$ cat config.mk
export PLATFORM = sky130hd
export DESIGN_NAME = rr_queue_scheduler
export DESIGN_NICKNAME = d
export VERILOG_FILES = /design/src/rtl/rr_queue_scheduler.sv
export SDC_FILE = /design/constraint.sdc
export NUM_CORES = 1
export LEC_CHECK = 0
export BUFFER_PORTS_ARGS = -buffer_cell sky130_fd_sc_hd__buf_2
export CELL_PAD_IN_SITES_DETAIL_PLACEMENT = 0
export CELL_PAD_IN_SITES_GLOBAL_PLACEMENT = 1
export CORE_ASPECT_RATIO = 0.8
export CORE_MARGIN = 8
export CORE_UTILIZATION = 45
export CTS_BUF_LIST = sky130_fd_sc_hd__clkbuf_2 sky130_fd_sc_hd__clkbuf_4 sky130_fd_sc_hd__clkbuf_8
export DETAILED_ROUTE_END_ITERATION = 7
export GPL_TIMING_DRIVEN = 0
export PLACE_DENSITY_LB_ADDON = 0.25
export RECOVER_POWER = 100
export SETUP_SLACK_MARGIN = 0.05
export SLEW_MARGIN = 40
export SYNTH_ARGS = -nofsm -noshare
export SYNTH_HDL_FRONTEND = slang
export SYNTH_SLANG_ARGS = --single-unit
$ cat constraint.sdc
create_clock -name clk -period 3.3 [get_ports clk]
set_input_delay 0.66 -clock clk [delete_from_list [all_inputs] [get_ports clk]]
set_output_delay 0.66 -clock clk [all_outputs]
set_load 0.01 [all_outputs]
$ cat src/rtl/rr_queue_scheduler.sv
// ---------------------------------------------------------------------------
// rr_queue_scheduler
//
// Work-conserving round-robin scheduler for four byte queues sharing one
// output channel. Each requester owns a circular queue; every cycle the
// output stage may advance, the next non-empty queue after the last granted
// one is popped into a registered valid/ready output. Empty queues are
// skipped, so they never cost a cycle.
//
// Ports:
//   clk       clock, all state updates on the rising edge
//   rst_n     asynchronous active-low reset
//   wen[3:0]  per-queue write enable (bit0=a, bit1=b, bit2=c, bit3=d)
//   a,b,c,d   write data for queues 0..3
//   full[3:0] per-queue full flag, from registered occupancy
//   dout      registered output byte
//   grant     index of the queue that supplied dout
//   valid     dout/grant hold a byte
//   ready     downstream accepts the byte when valid && ready
//   drop_cnt  (only with DROP_CNT_EN) saturating count of dropped writes
//
// Build option: define DROP_CNT_EN to add the drop_cnt output and counter.
// ---------------------------------------------------------------------------
module rr_queue_scheduler #(
    parameter int DATA_W = 8,
    parameter int DEPTH  = 8
) (
    input  logic              clk,
    input  logic              rst_n,
    input  logic [3:0]        wen,
    input  logic [DATA_W-1:0] a,
    input  logic [DATA_W-1:0] b,
    input  logic [DATA_W-1:0] c,
    input  logic [DATA_W-1:0] d,
    output logic [3:0]        full,
    output logic [DATA_W-1:0] dout,
    output logic [1:0]        grant,
    output logic              valid,
    input  logic              ready
`ifdef DROP_CNT_EN
    ,
    output logic [7:0]        drop_cnt
`endif
);

    localparam int PTR_W = $clog2(DEPTH);
    localparam int CNT_W = PTR_W + 1;

    typedef enum logic {
        IDLE = 1'b0,
        HOLD = 1'b1
    } state_t;

    state_t              state_q, state_d;
    logic [DATA_W-1:0]   dout_q, dout_d;
    logic [1:0]          grant_q, grant_d;
    logic [1:0]          last_grant_q, last_grant_d;

    logic [3:0][DATA_W-1:0] wdata;
    logic [3:0][DATA_W-1:0] head_data;
    logic [3:0]             empty;
    logic [3:0]             push;
    logic [3:0]             pop;

    logic                   adv;
    logic                   found;
    logic [1:0]             sel;
    logic [1:0]             scan_idx;

    assign wdata = {d, c, b, a};

    // -----------------------------------------------------------------------
    // Per-queue circular buffers
    // -----------------------------------------------------------------------
    genvar gi;
    generate
        for (gi = 0; gi < 4; gi++) begin : g_queue
            logic [PTR_W-1:0]  head_q, head_d;
            logic [PTR_W-1:0]  tail_q, tail_d;
            logic [CNT_W-1:0]  count_q, count_d;
            logic [DATA_W-1:0] mem [DEPTH];

            assign empty[gi] = (count_q == '0);
            assign full[gi]  = (count_q == CNT_W'(DEPTH));
            // Full is judged before the edge, so a same-cycle pop does not
            // make room for a write.
            assign push[gi]  = wen[gi] && !full[gi];
            assign head_data[gi] = mem[head_q];

            // Pointers wrap naturally because DEPTH is a power of two.
            always_comb begin
                head_d  = head_q;
                tail_d  = tail_q;
                count_d = count_q;
                if (pop[gi]) begin
                    head_d = head_q + PTR_W'(1);
                end
                if (push[gi]) begin
                    tail_d = tail_q + PTR_W'(1);
                end
                count_d = count_q + CNT_W'(push[gi]) - CNT_W'(pop[gi]);
            end

            always_ff @(posedge clk or negedge rst_n) begin
                if (!rst_n) begin
                    head_q  <= '0;
                    tail_q  <= '0;
                    count_q <= '0;
                end else begin
                    head_q  <= head_d;
                    tail_q  <= tail_d;
                    count_q <= count_d;
                end
            end

            // Storage is left uninitialised; occupancy alone decides validity.
            always_ff @(posedge clk) begin
                if (push[gi]) begin
                    mem[tail_q] <= wdata[gi];
                end
            end
        end
    endgenerate

    // -----------------------------------------------------------------------
    // Round-robin selection: first non-empty queue after last_grant.
    // -----------------------------------------------------------------------
    assign adv = (state_q == IDLE) || ready;

    always_comb begin
        found    = 1'b0;
        sel      = last_grant_q;
        scan_idx = last_grant_q;
        for (int k = 1; k <= 4; k++) begin
            scan_idx = last_grant_q + 2'(k);
            if (!found && !empty[scan_idx]) begin
                found = 1'b1;
                sel   = scan_idx;
            end
        end
    end

    always_comb begin
        pop = '0;
        if (adv && found) begin
            pop[sel] = 1'b1;
        end
    end

    // -----------------------------------------------------------------------
    // Output stage FSM: IDLE = nothing held, HOLD = byte presented.
    // -----------------------------------------------------------------------
    always_comb begin
        state_d      = state_q;
        dout_d       = dout_q;
        grant_d      = grant_q;
        last_grant_d = last_grant_q;
        if (adv) begin
            if (found) begin
                state_d      = HOLD;
                dout_d       = head_data[sel];
                grant_d      = sel;
                last_grant_d = sel;
            end else begin
                state_d = IDLE;
            end
        end
    end

    always_ff @(posedge clk or negedge rst_n) begin
        if (!rst_n) begin
            state_q      <= IDLE;
            dout_q       <= '0;
            grant_q      <= '0;
            last_grant_q <= 2'd3;   // queue 0 gets first priority
        end else begin
            state_q      <= state_d;
            dout_q       <= dout_d;
            grant_q      <= grant_d;
            last_grant_q <= last_grant_d;
        end
    end

    assign dout  = dout_q;
    assign grant = grant_q;
    assign valid = (state_q == HOLD);

`ifdef DROP_CNT_EN
    // -----------------------------------------------------------------------
    // Saturating count of writes rejected because their queue was full.
    // -----------------------------------------------------------------------
    logic [7:0] drop_cnt_q, drop_cnt_d;
    logic [2:0] drops;
    logic [8:0] drop_sum;

    always_comb begin
        drops = '0;
        for (int i = 0; i < 4; i++) begin
            drops = drops + 3'(wen[i] && full[i]);
        end
        drop_sum   = {1'b0, drop_cnt_q} + 9'(drops);
        drop_cnt_d = drop_sum[8] ? 8'hFF : drop_sum[7:0];
    end

    always_ff @(posedge clk or negedge rst_n) begin
        if (!rst_n) begin
            drop_cnt_q <= '0;
        end else begin
            drop_cnt_q <= drop_cnt_d;
        end
    end

    assign drop_cnt = drop_cnt_q;
`endif

endmodule
==> results of run 1 <==
routing by layer:
layer	global-route usage, %	share of wire [%]
met3	3.451	5.4
met4	4.501	2.2
met2	26.22	50
met1	20.08	42
met5	0	0
flip-flops by register name, summed over array words and instances, names as in the netlist:
name             cells
g_queue.tail_q      12
dout                 8
last_grant_q         2
g_queue.head_q      12
grant                2
g_queue.count_q     16
valid                1
g_queue.mem        256
cell families after synthesis:
| group | count (synthesis) |
|---|---|
| compound gates | 40 |
| xor+xnor | 24 |
| fa+ha+maj | 36 |
| buf+inv | 60 |
| flops | 309 |
| mux | 105 |
| simple gates | 105 |
what timing repair did:
action | in CTS | in global routing
setup endpoints to repair | 12 | 9
gates resized for setup | 12 | 15
cloned | 0 | 0
pin swaps | 2 | 7
buffers inserted | 1 | 8
report_power, final:
part	total (mW)	switching [mW]	leakage (nW)	internal, mW
registers	5.52	0.417	2.94	5.11
clock network	3.37	1.43	0.529	1.94
logic	4.68	2.59	1.65	2.09
total	13.6	4.44	5.12	9.13
worst max path at each step:
stage	startpoint	to	slack, ns	cells after the start
2_1_floorplan	g_queue[3].count_q[2]	g_queue[3].count_q[2]	0.26	16
3_3_place_gp	g_queue[3].count_q[2]	g_queue[2].count_q[2]	-0.28	14
3_5_place_dp	g_queue[3].count_q[2]	g_queue[2].count_q[2]	-0.40	14
4_1_cts	g_queue[2].count_q[2]	g_queue[3].count_q[2]	0.05	14
5_1_grt	g_queue[0].count_q[2]	g_queue[2].count_q[2]	0.01	13
6_report	g_queue[0].count_q[2]	g_queue[0].count_q[2]	0.17	13
cell type report:
class                           count  area (sq um)  area share (%)
Sequential cell                   309          9016           61.87
Multi-Input combinational cell    310          3532           24.24
Clock buffer                       66         789.5           5.418
Tap cell                          370         462.9           3.177
Timing Repair Buffer               65         285.3           1.958
Clock inverter                     21         227.7           1.563
Buffer                             30         150.1           1.030
Inverter                           29         108.9          0.7470
metrics by stage:
stage / area [sq um] / setup WS [ns] / setup TNS [ns] / utilization (%)
2_1_floorplan: 12710 / 0.2592 / 0 / -
3_3_place_gp: 13440 / -0.2799 / -1.909 / 48.00
3_5_place_dp: 13540 / -0.3951 / -2.940 / 48.33
4_1_cts: 14610 / 0.05310 / 0 / 52.18
5_1_grt: 14570 / 0.01190 / 0 / 52.03
6_report: 14570 / 0.1694 / 0 / 52.03
worst max-delay path: cells and delay by family, from the launching register on:
kind	cells	cell delay (ns)
AOI/OAI and AO/OA	2	0.42
adders and majority gates	4	1.09
xor gates and xnor gates	1	0.18
buffers and inverters	3	0.25
DFF	1	0.36
and+or+nand+nor	3	0.70
layout by cell type (no fill, tap or decap), types with 8 or more instances in the layout:
master and n:
edfxtp_1 256, clkbuf_1 65, mux4_2 64, dfrtp_1 51, clkbuf_8 47, nor2_1 33
mux2i_1 33, ha_1 31, inv_1 26, clkbuf_4 19, nand2_1 15, nand2b_1 14
nor2b_1 13, xor2_1 13, buf_2 13, xnor2_1 11, buf_4 9, a221oi_1 8
a211oi_1 8, a221o_1 8, clkinv_1 8
==> results.cfg, run 1 <==
[outcome]
status = complete, but fails checks
violations = max-capacitance violations

[clocking]
cts_sinks = 309
cts_tree = built
cts.root.buffer_cell = clkbuf_8
clock_path_buffers = 3
numCtsBuffers = 47
cts_hold_buf = 0
htree_num_levels = 2
insertion_delay_ns = 0.55
path_clk_slew_ns = 0.06

[pwr]
p_total_mw = 13.57
p_per_area_nw_per_um2 = 931.4
power.leakage_nw = 5.117
vdd.ir_drop.worst_v = 0.0003616

[synthesis]
synth_xor_area_share_pct = 1.653
ys_ff_latch = 309
muxShareOfSynthArea_pct = 14.64
ys_seq_area_share_pct = 70.91
synth_edf_count = 256
synth_most_common_cell = edfxtp_1
synthCells = 679
yosys-top-cells-area = edfxtp_1, mux4_2, dfrtp_1
synth.distinct_cells = 43
syn_area_sq_um = 12710
syn-num-nets = 754
synth_top_family_by_area = multiplexers
yosysTopAreaCellShare_pct = 60.46
yosys.area_share.simple_pct = 4.369
postSynth.asyncResetShare_pct = 17.15
synth_common_cells = edfxtp_1, mux4_2, dfrtp_1
synth_compound_area_share_pct = 2.618
yosysTopAreaCell = edfxtp_1
synth_fa_ha_area_share_pct = 3.779
avgSynthCellArea_sq_um = 18.73
synthFlopType = edfxtp_1
synth_warnings = 0

[finish]
diodes = 0
synthToLayoutAreaGrowth_pct = 14.61
finalNonFillerCells = 1200
fill_cells = 2258
drive_above_1_share_pct = 24.22
fin_nets = 867

[worst_setup_path]
r2r-end = g_queue[0].count_q[2]
reg2regPathDepth = 13
slowest_stage = or3b_4
cp.arrival_ns = 3.55
crit_top_cell = ha_1
cp-end-kind = register
r2r_slack_ns = 0.17
crit_chain = inv_1 -> ha_1 -> or3b_4 -> o21a_1 -> o21ai_4 -> and2_4 -> buf_12 -> nor2_1 -> ha_1 -> inv_1 -> ha_1 -> fa_1 -> xor2_1
cpPeakStageDelay_ns = 0.43
crit_path_max_fanout = 3
timing.rr.start = g_queue[0].count_q[2]
worstPathRequired_ns = 3.72
worstSetupPathType = reg2reg
start_kind = register

[placement]
hpwl_microns = 17650
io_buffers = 53
routabilityCongestion = 0.7622
dp.cells = 1105

[detailed_routing]
num_vias = 6463
ant_nets = 0
drc_errors = 0
wl_per_cell_microns = 22.07
dr.pass1.iters = 7
via_per_inst = 5.386
finalWirelength_microns = 26490
drtIter0Drc = 405

[floorplanning]
initial_utilization_pct = 45.40
ios = 54
fp.dieW_microns = 203.9
core_area_sq_um = 28010
rows = 55
die_area_sq_um = 33920
die_h_microns = 166.3

[sta]
slew_headroom_pct = 0.9984
fin_crit_ns = 3.131
fin_crit_sh_pct = 94.87
fin_worst_skew_ns = 0.01796
hold_violations = 0
slew_violations = 0
worst_pin_slew_ns = 1.474
finalSetupViolCount = 0
max_freq_mhz = 319.4
rsz0062_at_grt = true
hold-worst-slack_ns = 0.4335

[global_routing]
grt_pass1_wl_microns = 40760
grt_max_degree = 54
grt_pass1_vias = 7061
grt_usage_pct = 15.60
antenna_found_initial = 0
grt-ovfl-total = 0

[run]
drv_cap = 1

[hold_path]
worstHoldPathType = in2async
No activity file was read; power rests on OpenSTA's default activity.
==> run 2, diff against run 1 <==
--- a/config.mk
+++ b/config.mk
@@ -14,6 +14,7 @@
 export CTS_BUF_LIST = sky130_fd_sc_hd__clkbuf_2 sky130_fd_sc_hd__clkbuf_4 sky130_fd_sc_hd__clkbuf_8
 export DETAILED_ROUTE_END_ITERATION = 7
 export GPL_TIMING_DRIVEN = 0
+export MAX_ROUTING_LAYER = met4
 export PLACE_DENSITY_LB_ADDON = 0.25
 export RECOVER_POWER = 100
 export SETUP_SLACK_MARGIN = 0.05
==> run 2 against run 1 <==
Compared with the run above:
- the run now ends clean
- clock skew shrank 0.00065 ns
- hold slack lost 0.0033 ns
- sequential share of layout area unchanged
- combinational power about the same
- die area unchanged
- register-to-register slack about the same
- worst setup slack better by 0.010 ns
- clock power about the same
- global-route usage is 0.44 points higher
- clock-buffer cell count stayed put
- total power hardly changed
- via count is 0.43% lower
- critical path type unchanged
- highest routed layer unchanged
==> results.cfg, run 2 (synthesized netlist as in run 1, its figures left out) <==
[floorplanning]
core_area_sq_um = 28010
initial_utilization_pct = 45.40
ios = 54
fp.dieW_microns = 203.9
die_area_sq_um = 33920
die_h_microns = 166.3
rows = 55

[hold_path]
worstHoldPathType = in2async

[detailed_routing]
wl_per_cell_microns = 21.98
drc_errors = 0
dr.pass1.iters = 4
num_vias = 6435
via_per_inst = 5.363
finalWirelength_microns = 26370
drtIter0Drc = 426
ant_nets = 0

[global_routing]
grt-ovfl-total = 0
grt_pass1_vias = 7063
antenna_found_initial = 0
grt_pass1_wl_microns = 40740
grt_usage_pct = 16.04
grt_max_degree = 54

[sta]
fin_crit_sh_pct = 94.55
rsz0062_at_grt = true
fin_worst_skew_ns = 0.01731
slew_violations = 0
worst_pin_slew_ns = 1.453
slew_headroom_pct = 2.402
fin_ws_ns = 0.1797
finalSetupViolCount = 0
max_freq_mhz = 320.5
hold_violations = 0
fin_crit_ns = 3.120

[placement]
hpwl_microns = 17650
io_buffers = 53
post-place-ws_ns = -0.3951
routabilityCongestion = 0.7723

[pwr]
p_per_area_nw_per_um2 = 930.6
p_total_mw = 13.56
power.leakage_nw = 5.117
vdd.ir_drop.worst_v = 0.0003615

[finish]
drive_above_1_share_pct = 24.22
final_cell_mix = edfxtp_1, clkbuf_1, mux4_2, dfrtp_1, clkbuf_8
largest_reg_flops = 256
layout_commonest_cell = edfxtp_1
fill_cells = 2257
top_regs = g_queue.mem (256), g_queue.count_q (16)
fin_nets = 867
diodes = 0
synthToLayoutAreaGrowth_pct = 14.61
top_register = g_queue.mem

[clocking]
cts.root.buffer_cell = clkbuf_8
clock_path_buffers = 3
path_clk_slew_ns = 0.06
cts_hold_buf = 0
insertion_delay_ns = 0.55
numCtsBuffers = 47
cts_tree = built
cts_sinks = 309
htree_num_levels = 2

[worst_setup_path]
r2r_slack_ns = 0.18
worstPathRequired_ns = 3.72
cpPeakStageDelay_ns = 0.43
slowest_stage = or3b_4
start_kind = register
crit_path_max_fanout = 3
cp.arrival_ns = 3.54
cp-end-kind = register
worstSetupPathType = reg2reg
crit_chain = inv_1 -> ha_1 -> or3b_4 -> o21a_1 -> o21ai_4 -> and2_4 -> buf_12 -> nor2_1 -> ha_1 -> inv_1 -> ha_1 -> fa_1 -> xor2_1
crit_top_cell = ha_1

[run]
drv_cap = 0

[outcome]
status = finished, final reports clean
## run 2: cell counts in the layout (fill, tap and decap cells not counted)
Identical to the previous run, type by type.
## run 2: routing by layer
layer | track usage [%] | wire length, microns | up-vias
li1 | - | - | 2890
met1 | 20.24 | 11380 | 3353
met2 | 26.05 | 13320 | 141
met3 | 3.392 | 1141 | 51
met4 | 4.501 | 533 | 0
met5 | - | 0 | -
## run 2: through the flow
stage / setup TNS [ns] / util (%) / cells / hold WS [ns] / cell area [sq um]
floorplan: 0 / - / 679 / 0.3644 / 12710
global placement: -1.909 / 48.00 / 1102 / 0.4967 / 13440
detailed placement: -2.940 / 48.33 / 1105 / 0.5102 / 13540
CTS: 0 / 52.18 / 1192 / 0.1623 / 14610
global route: 0 / 52.03 / 1200 / 0.4573 / 14570
finish: 0 / 52.03 / 1200 / 0.4302 / 14570
## run 2: layout make-up
cell class / instances / area, sq um / area share [%]
sequential: 309 / 9016 / 61.87
clock buffer: 66 / 789.5 / 5.418
multi-input combinational: 310 / 3532 / 24.24
clock inverter: 21 / 227.7 / 1.563
tap: 370 / 462.9 / 3.177
buffer: 30 / 150.1 / 1.030
timing repair buffer: 65 / 285.3 / 1.958
inverter: 29 / 108.9 / 0.7470
## run 2: final timing paths
path,from,to,cells after the start
worst max-delay path,g_queue[0].count_q[2],g_queue[0].count_q[2],13
max in group asynchronous,rst_n,g_queue[3].head_q[1],1
worst max register to register,g_queue[0].count_q[2],g_queue[0].count_q[2],13
min in group clk,a[6],g_queue[0].mem[7][6],1
worst min-delay path,rst_n,g_queue[2].tail_q[2],1
worst min register to register,g_queue[2].tail_q[0],g_queue[2].tail_q[0],1
## run 2: critical path, delay by kind of cell, from the launching register on
family	cells	cell delay [ns]
AO/OA/AOI/OAI	2	0.41
XOR/XNOR	1	0.18
adder cells (fa/ha/maj)	4	1.09
buffers and inverters	3	0.25
flip-flops	1	0.36
AND/OR/NAND/NOR	3	0.70
## run 2: what timing repair did
action | CTS | global route
resized for setup | 12 | 15
setup endpoints to repair | 12 | 9
buffers inserted | 1 | 8
pin swaps | 2 | 7
## run 2: power breakdown
group	total (mW)	internal [mW]	switching, mW
clock	3.37	1.94	1.42
combinational	4.67	2.09	2.58
sequential	5.52	5.11	0.418
total	13.6	9.13	4.43
==> run 3, diff against run 2 <==
--- a/config.mk
+++ b/config.mk
@@ -9,7 +9,6 @@
 export CELL_PAD_IN_SITES_DETAIL_PLACEMENT = 0
 export CELL_PAD_IN_SITES_GLOBAL_PLACEMENT = 1
 export CORE_ASPECT_RATIO = 0.8
-export CORE_MARGIN = 8
 export CORE_UTILIZATION = 45
 export CTS_BUF_LIST = sky130_fd_sc_hd__clkbuf_2 sky130_fd_sc_hd__clkbuf_4 sky130_fd_sc_hd__clkbuf_8
 export DETAILED_ROUTE_END_ITERATION = 7
==> run 3 against run 2 <==
Compared with the run above:
- via count shrank 0.30%
- critical path depth increased by 2
- the run now ends with max-capacitance violations, max-slew violations left
- sequential share of layout area shrank 0.50 points
- largest cell class unchanged
- critical path type unchanged
- highest routed layer unchanged
==> results.cfg, run 3 (synthesized netlist as in run 1, its figures left out) <==
[outcome]
status = complete, but fails checks
violations = max-capacitance violations, max-slew violations

[floorplanning]
die_h_microns = 152.3
ios = 54
initial_utilization_pct = 46.24
rows = 54
die_area_sq_um = 28930
fp.dieW_microns = 189.9
core_area_sq_um = 27500

[worst_setup_path]
reg2regPathDepth = 15
cpLargestDelayFamily = adder cells
timing.rr.start = g_queue[0].count_q[2]
r2r-end = g_queue[3].count_q[1]
slowest_stage = fa_2
cp.arrival_ns = 3.62
crit_buf_inv = 6
start_kind = register
cp-end-kind = register
cpPeakStageDelay_ns = 0.52
crit_top_cell = inv_1
worstPathRequired_ns = 3.78
r2r_slack_ns = 0.16
worstSetupPathType = reg2reg
crit_path_max_fanout = 10
startpoint = g_queue[0].count_q[2]
cp.depth = 15
crit_chain = inv_1 -> ha_2 -> or3b_4 -> nor4_4 -> nand2b_4 -> buf_8 -> nor2_4 -> nand2_2 -> inv_1 -> ha_1 -> inv_1 -> ha_2 -> inv_1 -> fa_2 -> inv_1

[clocking]
cts_tree = built
cts_sinks = 309
cts.root.buffer_cell = clkbuf_8
path_clk_slew_ns = 0.06
insertion_delay_ns = 0.59
htree_num_levels = 2
numCtsBuffers = 49
clock_path_buffers = 3

[detailed_routing]
finalWirelength_microns = 26350
dr.pass1.iters = 4
drc_errors = 0
via_per_inst = 5.387
met3_length_microns = 1224
top_layer = met4
wl_per_cell_microns = 22.12
wl_met2_microns = 13390
num_vias = 6416
drtIter0Drc = 426
ant_nets = 0
wl_met1_microns = 11290

[sta]
hold_violations = 0
fin_ws_ns = 0.1630
slew_violations = 54
worst_pin_slew_ns = 2.669
hold-worst-slack_ns = 0.4215
fin_crit_sh_pct = 95.06
max_freq_mhz = 318.8
slew_headroom_pct = -77.96
fin_crit_ns = 3.137
fin_worst_skew_ns = 0.01821
finalSetupViolCount = 0

[run]
drv_cap = 1

[finish]
fin_nets = 863
drive_above_1_share_pct = 29.14
diodes = 0
ff_latch_area_sq_um = 9016
top_regs = g_queue.mem (256), g_queue.count_q (16)
fin_area_sq_um = 14690
synthToLayoutAreaGrowth_pct = 15.55
finalNonFillerCells = 1191
largest_reg_flops = 256
multi_input_area_sq_um = 3686
top_register = g_queue.mem
layout_commonest_cell = edfxtp_1
fill_cells = 2179
final_cell_mix = edfxtp_1, mux4_2, clkbuf_1, clkbuf_8, dfrtp_1

[placement]
post-place-ws_ns = -0.3735
routabilityCongestion = 0.7417
hpwl_microns = 17520
dp.cells = 1097
place_area_sq_um = 13520
io_buffers = 53

[hold_path]
timing.hold.worst_path_depth = 1
hp-start = d[6]
min_delay_worst_endpoint = g_queue[3].mem[1][6]
worstHoldPathType = in2reg

[global_routing]
grt_pass1_vias = 6864
grt_max_degree = 54
grt-ovfl-total = 0
grt_pass1_wl_microns = 40740
antenna_found_initial = 0
grt_usage_pct = 19.62

[pwr]
p_per_area_nw_per_um2 = 925.8
vdd.ir_drop.worst_v = 0.0005128
power.leakage_nw = 5.156
==> run 3: cell types whose count changed in the layout (fill, tap and decap cells not counted), sizes merged <==
cell and change:
buf +3, clkbuf +2, bufinv -4, clkdlybuf4s15 +1, clkinvlp -2, inv +2
clkinv -5
==> run 3: worst max path at each step <==
stage | end | slack [ns]
6_report | g_queue[3].count_q[1] | 0.16
5_1_grt | g_queue[3].count_q[3] | -0.01
4_1_cts | g_queue[2].count_q[1] | 0.05
3_5_place_dp | g_queue[2].count_q[1] | -0.37
3_3_place_gp | g_queue[3].count_q[2] | -0.30
2_1_floorplan | g_queue[3].count_q[2] | 0.26
==> run 3: where the power goes <==
group          internal (mW)  switching (mW)
clock                   1.86            1.46
combinational           2.12            2.62
sequential              5.10           0.450
==> run 3: final cells by class <==
class                      count  area share [%]
clock inverter                12          0.6132
buffer                        30           1.039
timing repair buffer          59           1.763
multi-input combinational    310           25.09
tap                          364           3.100
inverter                      29          0.7409
clock buffer                  78           6.285
sequential                   309           61.37
==> run 3: metrics by stage <==
| step | util (%) | setup TNS [ns] | total power [mW] |
|---|---|---|---|
| after floorplan | - | 0 | 8.727 |
| after global placement | 48.86 | -2.086 | 9.928 |
| after detailed placement | 49.15 | -2.515 | 10.23 |
| after CTS | 53.05 | 0 | 13.62 |
| after global routing | 53.43 | -0.01453 | 14.39 |
| final | 53.43 | 0 | 13.60 |
==> run 3: layer usage <==
layer | vias to the layer above | track usage (%)
met5 | - | -
met4 | 0 | 5.146
met3 | 46 | 3.616
met2 | 140 | 31.82
met1 | 3343 | 25.50
li1 | 2887 | -
==> run 3: timing repair <==
item / CTS / global route
pin swaps: 2 / 5
hold buffers: 0 / 0
setup buffers: 1 / 4
gates resized for setup: 11 / 19
setup endpoints to repair: 12 / 11
gates cloned: 0 / 0
